$ cat config.mk
export PLATFORM = sky130hd
export DESIGN_NAME = stream_demux
export DESIGN_NICKNAME = d
export VERILOG_FILES = /design/src/rtl/stream_demux.sv
export SDC_FILE = /design/constraint.sdc
export NUM_CORES = 1
export LEC_CHECK = 0
export ABC_AREA = 1
export BUFFER_PORTS_ARGS = -buffer_cell sky130_fd_sc_hd__buf_2
export CAP_MARGIN = 25
export CELL_PAD_IN_SITES_DETAIL_PLACEMENT = 0
export CELL_PAD_IN_SITES_GLOBAL_PLACEMENT = 1
export CORE_MARGIN = 5
export CORE_UTILIZATION = 31
export DETAILED_ROUTE_END_ITERATION = 8
export PLACE_DENSITY_LB_ADDON = 0.05
export SLEW_MARGIN = 20
export SYNTH_ARGS = -nofsm -noshare
export SYNTH_HDL_FRONTEND = slang
export SYNTH_SLANG_ARGS = --single-unit
$ cat constraint.sdc
create_clock -name clk -period 4.45 [get_ports clk]
set_input_delay 0.2225 -clock clk [delete_from_list [all_inputs] [get_ports clk]]
set_output_delay 0.2225 -clock clk [all_outputs]
set_load 0.02 [all_outputs]
$ cat src/rtl/stream_demux.sv
// stream_demux: registered 1-to-NUM_CH valid/ready demux; the select locks for a whole packet.
// Define STREAM_DEMUX_PKTCNT_EN to add saturating per-channel packet counters on pkt_cnt.
module stream_demux #(
  parameter int DATA_W = 8,
  parameter int NUM_CH = 4,
  parameter int SEL_W  = 2
) (
  input  logic                     clk,
  input  logic                     rst_n,
  input  logic [DATA_W-1:0]        in_data,
  input  logic                     in_valid,
  output logic                     in_ready,
  input  logic [SEL_W-1:0]         in_sel,
  input  logic                     in_last,
  output logic [NUM_CH*DATA_W-1:0] out_data,
  output logic [NUM_CH-1:0]        out_valid,
  input  logic [NUM_CH-1:0]        out_ready,
  output logic [NUM_CH-1:0]        out_last,
  output logic                     err_sel
`ifdef STREAM_DEMUX_PKTCNT_EN
  ,
  output logic [NUM_CH*16-1:0]     pkt_cnt
`endif
);
  typedef enum logic {IDLE, LOCKED} state_t;
  state_t                  r_state, w_state_nxt;
  logic [SEL_W-1:0]        r_lock_sel, w_ch;
  logic [NUM_CH-1:0]       r_full, r_last, w_wr;
  logic [NUM_CH*DATA_W-1:0] r_data;
  logic                    r_err, w_in_range, w_acc;
  always_comb begin
    w_ch        = r_state == LOCKED ? r_lock_sel : in_sel;
    w_in_range  = 32'(w_ch) < NUM_CH;
    in_ready    = rst_n & (w_in_range ? (!r_full[w_ch] | out_ready[w_ch]) : 1'b1);
    w_acc       = in_valid & in_ready;
    w_wr        = '0;
    if (w_acc & w_in_range) w_wr[w_ch] = 1'b1;
    w_state_nxt = r_state;
    if (w_acc) w_state_nxt = in_last ? IDLE : LOCKED;
  end
  always_ff @(posedge clk or negedge rst_n) begin
    if (!rst_n) begin
      r_state    <= IDLE;
      r_lock_sel <= '0;
    end else begin
      r_state <= w_state_nxt;
      if (r_state == IDLE && w_acc && !in_last) r_lock_sel <= in_sel;
    end
  end
  // A write wins over a drain in the same cycle, so the slot refills without a bubble.
  always_ff @(posedge clk or negedge rst_n) begin
    if (!rst_n) begin
      r_full <= '0;
      r_last <= '0;
      r_data <= '0;
      r_err  <= 1'b0;
    end else begin
      r_err <= w_acc & !w_in_range;
      for (int c = 0; c < NUM_CH; c++) begin
        if (w_wr[c]) begin
          r_full[c]                 <= 1'b1;
          r_last[c]                 <= in_last;
          r_data[c*DATA_W +: DATA_W] <= in_data;
        end else if (out_ready[c]) begin
          r_full[c] <= 1'b0;
        end
      end
    end
  end
  assign out_valid = r_full;
  assign out_last  = r_last;
  assign out_data  = r_data;
  assign err_sel   = r_err;
`ifdef STREAM_DEMUX_PKTCNT_EN
  for (genvar c = 0; c < NUM_CH; c++) begin : g_cnt
    logic [15:0] r_cnt;
    always_ff @(posedge clk or negedge rst_n) begin
      if (!rst_n) r_cnt <= '0;
      else if (r_full[c] && out_ready[c] && r_last[c] && r_cnt != 16'hFFFF) r_cnt <= r_cnt + 16'd1;
    end
    assign pkt_cnt[c*16 +: 16] = r_cnt;
  end
`endif
endmodule

### Word level (Yosys, flattened, before mapping)

Cells that the tools add are included.

| storage, ports and cells | value |
|---|---|
| register bits after elaboration | 43 |
| word-level logic and storage cells | 46 |

| cells by class | value |
|---|---|
| bitwise logic cells | 4 |
| reductions and logical operators | 9 |
| order comparisons | 2 |
| multiplexer cells | 17 |

Operators with widths:

| operator | number |
|---|---|
| $mux W1 | 12 |
| $reduce_bool A2 Y1 | 4 |
| $bmux W1 S2 | 2 |
| $mux W4 | 1 |
| $logic_and A1 B1 Y1 | 3 |
| $lt A2 B3 Y1 const B | 1 |
| $and A1 B1 Y1 | 2 |
| $demux W1 S2 | 1 |
| $ge A2 B1 Y1 const B | 1 |
| $logic_not A1 Y1 | 2 |
| $mux W2 | 1 |
| $not A1 Y1 | 1 |
| $or A1 B1 Y1 | 1 |

### Longest topological paths before layout

Gate-level depths: netlist of the first run.

| depth | value |
|---|---|
| depth in word-level cells | 9 |
| gate-level depth with buffers | 13 |

### Worst setup path after synthesis of the first run

OpenSTA, ideal clock, no wires.

| path | value |
|---|---|
| path type | register to register |
| start | register r_state |
| end | register r_data[10], in the netlist out_data[10] |
| arrival time | 1715 ps |
| path slack | 2658 ps |
| stages on the path, launching flop included | 12 |
| required time | 4374 ps |
| period minus slack after synthesis | 1792 ps |
| library setup time | 76 ps |
| cells stage by stage | dfrtp_1 buf_6 nand2_1 nand2_4 nand2_1 nand2_1 nand2_2 nand2_2 a21boi_4 nand3_4 buf_6 o21ai_1 |

| between the ends | value |
|---|---|
| longest elaborated chain between the ends | 8 |

RTL lines:

| item | line | source |
|---|---|---|
| from (decl) | 26 | `state_t r_state, w_state_nxt;` |
| from (signal assigned) | 46 | `r_state <= w_state_nxt;` |
| $mux W2 (*) | 32 | `w_ch = r_state == LOCKED ? r_lock_sel : in_sel;` |
| $bmux W1 S2 | 34 | `in_ready = rst_n & (w_in_range ? (!r_full[w_ch] \| out_ready[w_ch]) : 1'b1);` |
| $mux W1 (not written as such) | 34 |  |
| $logic_not A1 Y1 | 34 |  |
| $or A1 B1 Y1 (*) | 34 |  |
| $and A1 B1 Y1 (*) | 34 |  |
| net in_ready | 12 | `output logic in_ready,` |
| $and A1 B1 Y1 (*) | 35 | `w_acc = in_valid & in_ready;` |
| $mux W4 (*) | 37 | `if (w_acc & w_in_range) w_wr[w_ch] = 1'b1;` |
| to (signal, indexed assignment) | 63 | `r_data[c*DATA_W +: DATA_W] <= in_data;` |
| to (decl) | 29 | `logic [NUM_CH*DATA_W-1:0] r_data;` |

Mark *: on every way through the listed nets, which the timed path passes. The rest lies on a longest branch. The select of a mux whose other input is x is not followed.
A chain may end at the register's enable or synchronous reset.

### Final worst setup path of the first run

| path | value |
|---|---|
| start | register r_state |
| end | output in_ready |

| between the ends | value |
|---|---|
| longest elaborated chain between the ends | 6 |

RTL lines:

| item | line |
|---|---|
| $mux W2 (*) | 32 |
| $bmux W1 S2 | 34 |
| $mux W1 (not written as such) | 34 |
| $logic_not A1 Y1 | 34 |
| $or A1 B1 Y1 (*) | 34 |
| $and A1 B1 Y1 (*) | 34 |
| to (decl) | 12 |

Every way passes the cells marked *; elsewhere a longest branch is shown, timed or not. The select of a mux whose other input is x is not followed.

==> results.cfg, run 1 <==
[worst_setup_path]
required_ns = 4.23
r2r_cells = 11
path_class = reg2out
start_kind = flop
worst_setup_path_end_kind = output port
reg2reg_to = out_data[29]
cp.arrival_ns = 1.85
crit_start = r_state
worstPathMaxFanout = 8
reg2reg_slack_ns = 2.54
r2r_start = r_state

[timing]
fin_skew_ns = 0.00307
fin_crit_ns = 2.07
finalSetupTns_ns = 0
slew_viol_final = 0
final.period_utilization = 0.466
layout_setup_ws_ns = 2.38
final_hold_viol_count = 0
setup_viol = 0
worst_slew_pin_slew_ns = 0.582
rsz0062_at_grt = no
fmax_mhz = 482
slew_headroom = 0.612
hold_ws_ns = 0.00913

[logic_synthesis]
ys_warn_count = 0
synth.avg_cell_area_sq_um = 9.86
yosysTopAreaCell = dfrtp_1
synth_cell_types = 19
synth_edf_count = 0
synth.most_common_cell = nand2_1
synth_nets = 212
synthCells = 194
syn_area_sq_mm = 0.00191
yosysSeqAreaShare = 0.562
async_flop_share = 1.00
netlist_top_cells_area = dfrtp_1 56%, nand2_1 10%, o21ai_1 7.6%, nand3_4 3.7%, nand2_4 3.5%
synth-seq-cells = 43
synth.top_cell.area_share = 0.562
ys.flop_type = dfrtp_1
yosys-top-cells-count = 53 x nand2_1, 43 x dfrtp_1, 29 x o21ai_1, 17 x inv_1

[pwr]
leakage_nw = 1.24
ir_worst_vdd_mv = 0.296
switchingPower_mw = 0.688
powerDensity_mw_per_mm2 = 699
p_int_mw = 0.944
pwr-share-comb = 0.428
switching_share = 0.422
p_clk_frac = 0.166
seqPwrFrac = 0.406

[clocking]
cts_root_buf = clkbuf_8
cts_tree = yes
cts_sinks = 43
h-tree-depth = 2
postCtsSetupBuffers = 0
ctsLongestPathBuffers = 2
cts.clk_slew.worst_paths_ns = 0.08
worstSkewPairLatency_ns = 0.29
holdBufCountCts = 0
cts_resized = 0
cts_made_buffers = 5

[placement]
dp.final_hpwl_mm = 3.34
dp_cells = 321
port_buffers = 58
placed_area_sq_mm = 0.00224
pre_cts_slack_ns = 2.53
gp_congestion = 0.711

[route]
wl_met3_microns = 274
drtPass1Iterations = 4
ant_nets = 0
drtIter0Drc = 44
met1_length_mm = 1.87
drt-total-wl_mm = 4.50
wl_per_cell_microns = 13.7
highest_layer = met4
vias_per_cell = 4.35
met2WireLength_mm = 2.29
drc = 0
vias = 1430

[cells_and_area]
nFillCells = 659
layout-drive-gt1-share = 0.354
fin_nets = 271
final_area_sq_mm = 0.00234
finalNonFillerCells = 329
area_growth_pct = 22.1
antenna_cells = 0

[floorplan]
start_util = 0.321
die_area_sq_mm = 0.00784
core.rowCount = 28
pin_count = 60
die_y_microns = 88.6
core_sq_mm = 0.00596
die_w_microns = 88.6

[grt]
grt_pass1_vias = 1453
grt_pass1_wl_mm = 7.29
grt-ovfl-total = 0
grt_usage = 0.124
grt_start_max_net_pins = 47
antenna_found_initial = 0

[status]
status = complete, no violations

[run]
cap_violations = 0

[hold_path]
hold_class = in2async
power groups by stage:
stage                     Sequential [mW]  Combinational (mW)  Clock, mW
after floorplan                     0.864               0.281          0
after global placement              0.677               0.711          0
after CTS                           0.669               0.715      0.284
after global routing                0.689               0.775      0.300
after detailed placement            0.674               0.713          0
final                               0.663               0.699      0.271
sequential cells by signal, indices dropped and copies added (netlist names):
signal / count
out_data: 32
out_last: 4
out_valid: 4
r_lock_sel: 2
r_state: 1
layer usage:
metal / track usage / vias to the layer above
met3: 0.0363 / 6
met1: 0.153 / 653
met5: 0 / -
li1: - / 735
met2: 0.207 / 36
met4: 0.0453 / 0
worst max-delay path: stages, from the launching register on:
cell      delay, ns
dfrtp_1        0.53
inv_6          0.09
nand2_4        0.08
nand2_4        0.06
nand2_1        0.06
nand2_1        0.06
nand2_2        0.06
nand2_2        0.07
a21boi_4       0.31
buf_2          0.24
worst max path at each step:
stage	to	slack, ns	depth (start not counted)
floorplan	out_data[10]	2.66	11
global placement	out_data[7]	2.56	11
detailed placement	out_data[29]	2.53	11
CTS	in_ready	2.35	9
global route	in_ready	2.20	9
finish	in_ready	2.38	9
cells by family after synthesis:
kind of cell,share of synthesized area
buf+inv,0.0739
simple gates,0.226
flops,0.562
compound gates,0.136
other cells,0.00196
stage by stage:
stage | util | total power [mW]
after floorplan | - | 1.14
after global placement | 0.375 | 1.39
after detailed placement | 0.375 | 1.39
after CTS | 0.392 | 1.67
after global routing | 0.392 | 1.76
final | 0.392 | 1.63
layout by cell type (no fill, tap or decap):
cell / netlist / final
nor2_1: 6 / 6
nand2_4: 6 / 6
conb_1: 1 / 1
nand2_1: 53 / 53
clkbuf_1: 0 / 1
a21boi_4: 1 / 1
o21bai_1: 2 / 2
o21ai_2: 7 / 7
inv_6: 1 / 1
buf_4: 1 / 1
clkbuf_8: 0 / 7
nand4_1: 1 / 1
nand2_2: 5 / 5
dfrtp_1: 43 / 43
o21ai_1: 29 / 29
o21ai_0: 4 / 4
nand3_4: 4 / 4
nand3_1: 7 / 7
inv_1: 17 / 17
buf_2: 1 / 58
area by class of cell:
| class | instances | area (sq um) | share of cell area |
|---|---|---|---|
| inverter | 18 | 72.6 | 0.0311 |
| clock buffer | 8 | 100 | 0.0428 |
| sequential | 43 | 1080 | 0.461 |
| multi-input combinational | 126 | 696 | 0.298 |
| tap | 75 | 93.8 | 0.0402 |
| timing repair buffer | 59 | 298 | 0.127 |
Note: power is estimated with default switching activity, not from simulation.
==> run 2: changes to the inputs <==
- clock period: 4.45 -> 2.2 ns (I/O delays scaled with it)
==> run 2 against run 1 <==
Largest power group unchanged. Hold slack improved by 0.0013 ns. Via count rose by 0.56%. First-iteration DRC count rose by 89%. Sequential power rose by 100%. Clock skew barely moved. Clock-buffer cell count fell by 2. Critical endpoint unchanged. Critical path depth did not move. Sequential share of layout area rose by 0.35 points.
==> results.cfg, run 2 (synthesis gave the netlist of run 1 again) <==
[cells_and_area]
fin_nets = 272
antenna_cells = 0
layout_commonest_cell = buf_2
layout-drive-gt1-share = 0.348
largest_reg_flops = 32
area_growth_pct = 21.2
final_cell_mix = 58 x buf_2, 53 x nand2_1, 43 x dfrtp_1
nFillCells = 639

[route]
drt-total-wl_mm = 4.58
vias = 1438
drc = 0
ant_nets = 0
wl_per_cell_microns = 14.0
drtIter0Drc = 83
drtPass1Iterations = 4
vias_per_cell = 4.38

[worst_setup_path]
required_ns = 2.09
worstPathMaxFanout = 8
cp.arrival_ns = 1.85
path_class = reg2out
worst_setup_path_end_kind = output port
start_kind = flop

[grt]
gr-max-usage-layer = met2
grt_pass1_vias = 1526
antenna_found_initial = 0
grt_usage = 0.130
use_met1 = 0.162
grtUsageMet3 = 0.0410
grt_pass1_wl_mm = 7.65
grtUsageMet2 = 0.219
grt-ovfl-total = 0
grt_start_max_net_pins = 43

[floorplan]
die_area_sq_mm = 0.00784
core.rowCount = 28
start_util = 0.321
core_sq_mm = 0.00596
die_y_microns = 88.6
die_w_microns = 88.6
pin_count = 60

[pwr]
leakage_nw = 1.23
ir_worst_vdd_mv = 0.585
powerDensity_mw_per_mm2 = 1390

[clocking]
cts_made_buffers = 5
h-tree-depth = 2
worstSkewPairLatency_ns = 0.29
cts_sinks = 43
ctsLongestPathBuffers = 2
cts_root_buf = clkbuf_8
cts_tree = yes
cts.clk_slew.worst_paths_ns = 0.07
postCtsSetupBuffers = 0

[status]
status = complete, no violations

[timing]
slew_viol_final = 0
fin_crit_ns = 1.96
setup_viol = 0
worst_slew_pin_slew_ns = 0.530
slew_headroom = 0.647
fin_skew_ns = 0.00326
fmax_mhz = 510
finalSetupTns_ns = 0
final_hold_viol_count = 0
final.period_utilization = 0.892
rsz0062_at_grt = no
hold_ws_ns = 0.0105

[placement]
port_buffers = 58
gp_congestion = 0.724
dp.final_hpwl_mm = 3.45

[hold_path]
hold_class = in2reg

[run]
cap_violations = 0
[run 2: changes by cell type in the layout (fill, tap and decap cells not counted)]
cell           change
dlygate4sd3_1      +1
clkbuf_8           -2
[run 2: layout make-up]
| type | instances | area, sq um | area share |
|---|---|---|---|
| clock buffers | 6 | 72.6 | 0.0313 |
| repair buffers | 60 | 308 | 0.133 |
| multi-input cells | 126 | 696 | 0.300 |
| flip-flops and latches | 43 | 1080 | 0.464 |
| inverters | 18 | 72.6 | 0.0313 |
| well taps | 75 | 93.8 | 0.0405 |
[run 2: final timing paths]
kind | slack, ns | start | cells past startpoint | to
worst max-delay path | 0.24 | r_state | 9 | in_ready
worst min-delay path | 0.01 | out_ready[2] | 2 | out_valid[2]
worst max register to register | 0.27 | r_state | 11 | out_data[0]
worst min register to register | 0.49 | out_data[17] | 2 | out_data[17]
max in group asynchronous | 1.30 | rst_n | 3 | out_valid[2]
min in group asynchronous | 0.17 | rst_n | 2 | r_state
[run 2: metal layers]
| layer | wire length, microns | share of wire |
|---|---|---|
| met2 | 2300 | 0.50 |
| met3 | 274 | 0.060 |
| met4 | 56 | 0.012 |
| met5 | 0 | 0 |
| met1 | 1940 | 0.42 |
[run 2: repair_timing]
item                                    in CTS  in global routing
endpoints found under the setup margin       0                  0
gates resized for setup                      0                  0
hold buffers                                 1                  0
hold endpoints to repair                     1                  0
[run 2: worst max-delay path, stage by stage (launching register included)]
cell and delay [ns]:
dfrtp_1 0.53, inv_6 0.09, nand2_4 0.08, nand2_4 0.06, nand2_1 0.06, nand2_1 0.06, nand2_2 0.06, nand2_2 0.07
a21boi_4 0.31, buf_2 0.24
[run 2: where the power goes]
group          leakage (nW)  switching [mW]  total, mW  internal [mW]
clock network        0.0371           0.240      0.452          0.212
registers             0.539           0.202       1.34           1.14
logic                 0.651           0.935       1.42          0.484
[run 2: metrics by stage]
stage,setup WS [ns],util,std cells,instance area [sq um],total power [mW]
4_1_cts,0.209,0.389,328,2320,3.29
2_1_floorplan,0.408,-,194,1910,2.32
3_5_place_dp,0.258,0.375,321,2240,2.81
5_1_grt,0.0859,0.389,328,2320,3.49
6_report,0.238,0.389,328,2320,3.21
3_3_place_gp,0.275,0.375,321,2240,2.81
==> run 3: changes to the inputs <==
- ABC_AREA: 1 -> unset
- clock period: 2.2 -> 1.8 ns (I/O delays scaled with it)
==> run 3 against run 2 <==
The run now ends with setup timing left. Synthesized cell count shrank 39%. Critical path depth fell by 3. Non-clock buffer count rose by 14. Register-to-register slack worse by 0.32 ns. Sequential power is 22% higher. Combinational power increased by 44%. Total power rose by 35%.
==> results.cfg, run 3 <==
[status]
status = finished, violations left
violations = setup timing

[pwr]
seqPwrFrac = 0.379
ir_worst_vdd_mv = 0.686
powerDensity_mw_per_mm2 = 1750
switching_share = 0.388
p_clk_frac = 0.148
leakage_nw = 1.17
pwr-share-comb = 0.473
p_int_mw = 2.65
switchingPower_mw = 1.68

[floorplan]
die_area_sq_mm = 0.00749
die_w_microns = 86.5
pin_count = 60
start_util = 0.324
core.rowCount = 27
die_y_microns = 86.5
core_sq_mm = 0.00561

[logic_synthesis]
synth_cell_types = 27
netlist_top_cells_area = dfrtp_1 59%, mux2_2 22%, mux2i_1 2.2%, nor3_4 1.8%, mux2_4 1.7%
yosys-top-cells-count = 43 x dfrtp_1, 36 x mux2_2, 4 x mux2i_1, 3 x nand2_1
syn_area_sq_mm = 0.00182
yosysSeqAreaShare = 0.593
synth.avg_cell_area_sq_um = 15.3
synth.most_common_cell = dfrtp_1
synth_nets = 137
synth-seq-cells = 43
async_flop_share = 1.00
ys_warn_count = 0
ys.flop_type = dfrtp_1
yosysTopAreaCell = dfrtp_1
synthCells = 119
synth_edf_count = 0
synth.top_cell.area_share = 0.593

[grt]
grt_start_max_net_pins = 34
grt_usage = 0.126
antenna_found_initial = 0
grt_pass1_vias = 1370
grt_pass1_wl_mm = 7.24
grt-ovfl-total = 0

[timing]
final_hold_viol_count = 0
rsz0062_at_grt = yes
fmax_mhz = 512
fin_crit_ns = 1.95
layout_setup_ws_ns = -0.153
fin_skew_ns = 0.00603
setup_viol = 19
slew_viol_final = 0
finalSetupTns_ns = -0.583
final.period_utilization = 1.08

[route]
drtPass1Iterations = 4
drt-total-wl_mm = 4.41
drtIter0Drc = 27
vias = 1271
vias_per_cell = 4.69
ant_nets = 0
wl_per_cell_microns = 16.3
drc = 0

[worst_setup_path]
path_class = reg2out
worstPathMaxFanout = 4
cpPeakStageDelay_ns = 0.41
cp.depth = 6
required_ns = 1.71
cp_slowest_cell = dfrtp_1
start_kind = flop
cp.arrival_ns = 1.86
r2r_cells = 5
path_cells = buf_6 > mux2_4 > mux2_4 > mux2i_1 > and2_1 > buf_6
worst_setup_path_end_kind = output port
cp_top_family = multiplexers
crit_buf_inv = 2

[cells_and_area]
final_cell_mix = 57 x buf_2, 43 x dfrtp_1, 36 x mux2_2
fin_nets = 216
area_growth_pct = 36.5
multi_input_area_sq_um = 748
largest_reg_flops = 32
antenna_cells = 0
nFillCells = 575
final_area_sq_mm = 0.00248
layout-drive-gt1-share = 0.653
seqCellArea_sq_mm = 0.00108
layout_commonest_cell = buf_2
final_core_util = 0.442

[clocking]
cts_sinks = 43
ctsLongestPathBuffers = 2
cts_tree = yes
cts_made_buffers = 5
h-tree-depth = 2
cts_root_buf = clkbuf_8
worstSkewPairLatency_ns = 0.29
cts.clk_slew.worst_paths_ns = 0.08

[hold_path]
hold_class = in2reg
hold_depth = 2

[placement]
placed_area_sq_mm = 0.00226
port_buffers = 58
gp_congestion = 0.818
pre_cts_slack_ns = -0.0997
dp.final_hpwl_mm = 3.17

[run]
cap_violations = 0
==> run 3: worst paths after layout <==
check                                end  slack, ns    startpoint
setup / recovery                in_ready      -0.15       r_state
hold / removal             r_lock_sel[1]       0.06     in_sel[1]
setup reg to reg           r_lock_sel[1]      -0.05       r_state
hold reg to reg             out_data[25]       0.50  out_data[25]
max in group asynchronous   out_data[24]       1.05         rst_n
min in group asynchronous   out_data[20]       0.35         rst_n
==> run 3: layer usage <==
layer,up-vias,global-route usage,routed length (microns)
met2,41,0.208,2220
met4,0,0.0524,116
met3,11,0.0485,321
met5,-,0,0
met1,632,0.145,1750
li1,587,-,-
==> run 3: cell type report <==
cell class	instances	share of cell area
Tap cell	72	0.0364
Timing Repair Buffer	74	0.186
Clock inverter	1	0.00354
Clock buffer	7	0.0348
Multi-Input combinational cell	72	0.302
Inverter	2	0.00303
Sequential cell	43	0.434
==> run 3: cells by family after synthesis <==
family                 Yosys count  share of synthesized area
other                            1                    0.00207
AND/OR/NAND/NOR                 19                     0.0799
AO/OA/AOI/OAI                    8                     0.0351
buffers and inverters            4                     0.0145
multiplexers                    44                      0.276
flip-flops                      43                      0.593
==> run 3: timing repair <==
item,CTS,global route
resized for setup,5,3
setup endpoints to repair,20,40
setup buffers,6,1
endpoints found under the hold margin,43,0
pin swaps,2,1
hold buffers,1,0
==> run 3: power groups by stage <==
stage	logic, mW	clock network (mW)	registers [mW]
after floorplan	0.717	0	2.17
after global placement	1.93	0	1.65
after detailed placement	1.95	0	1.67
after CTS	2.03	0.668	1.65
after global routing	2.19	0.699	1.70
final	2.05	0.641	1.64
==> run 3: through the flow <==
stage,hold slack [ns],power (mW),std cells
2_1_floorplan,-0.206,2.89,119
3_3_place_gp,0.102,3.58,255
3_5_place_dp,0.0910,3.61,255
4_1_cts,0.0515,4.35,270
5_1_grt,0.0636,4.59,271
6_report,0.0635,4.32,271
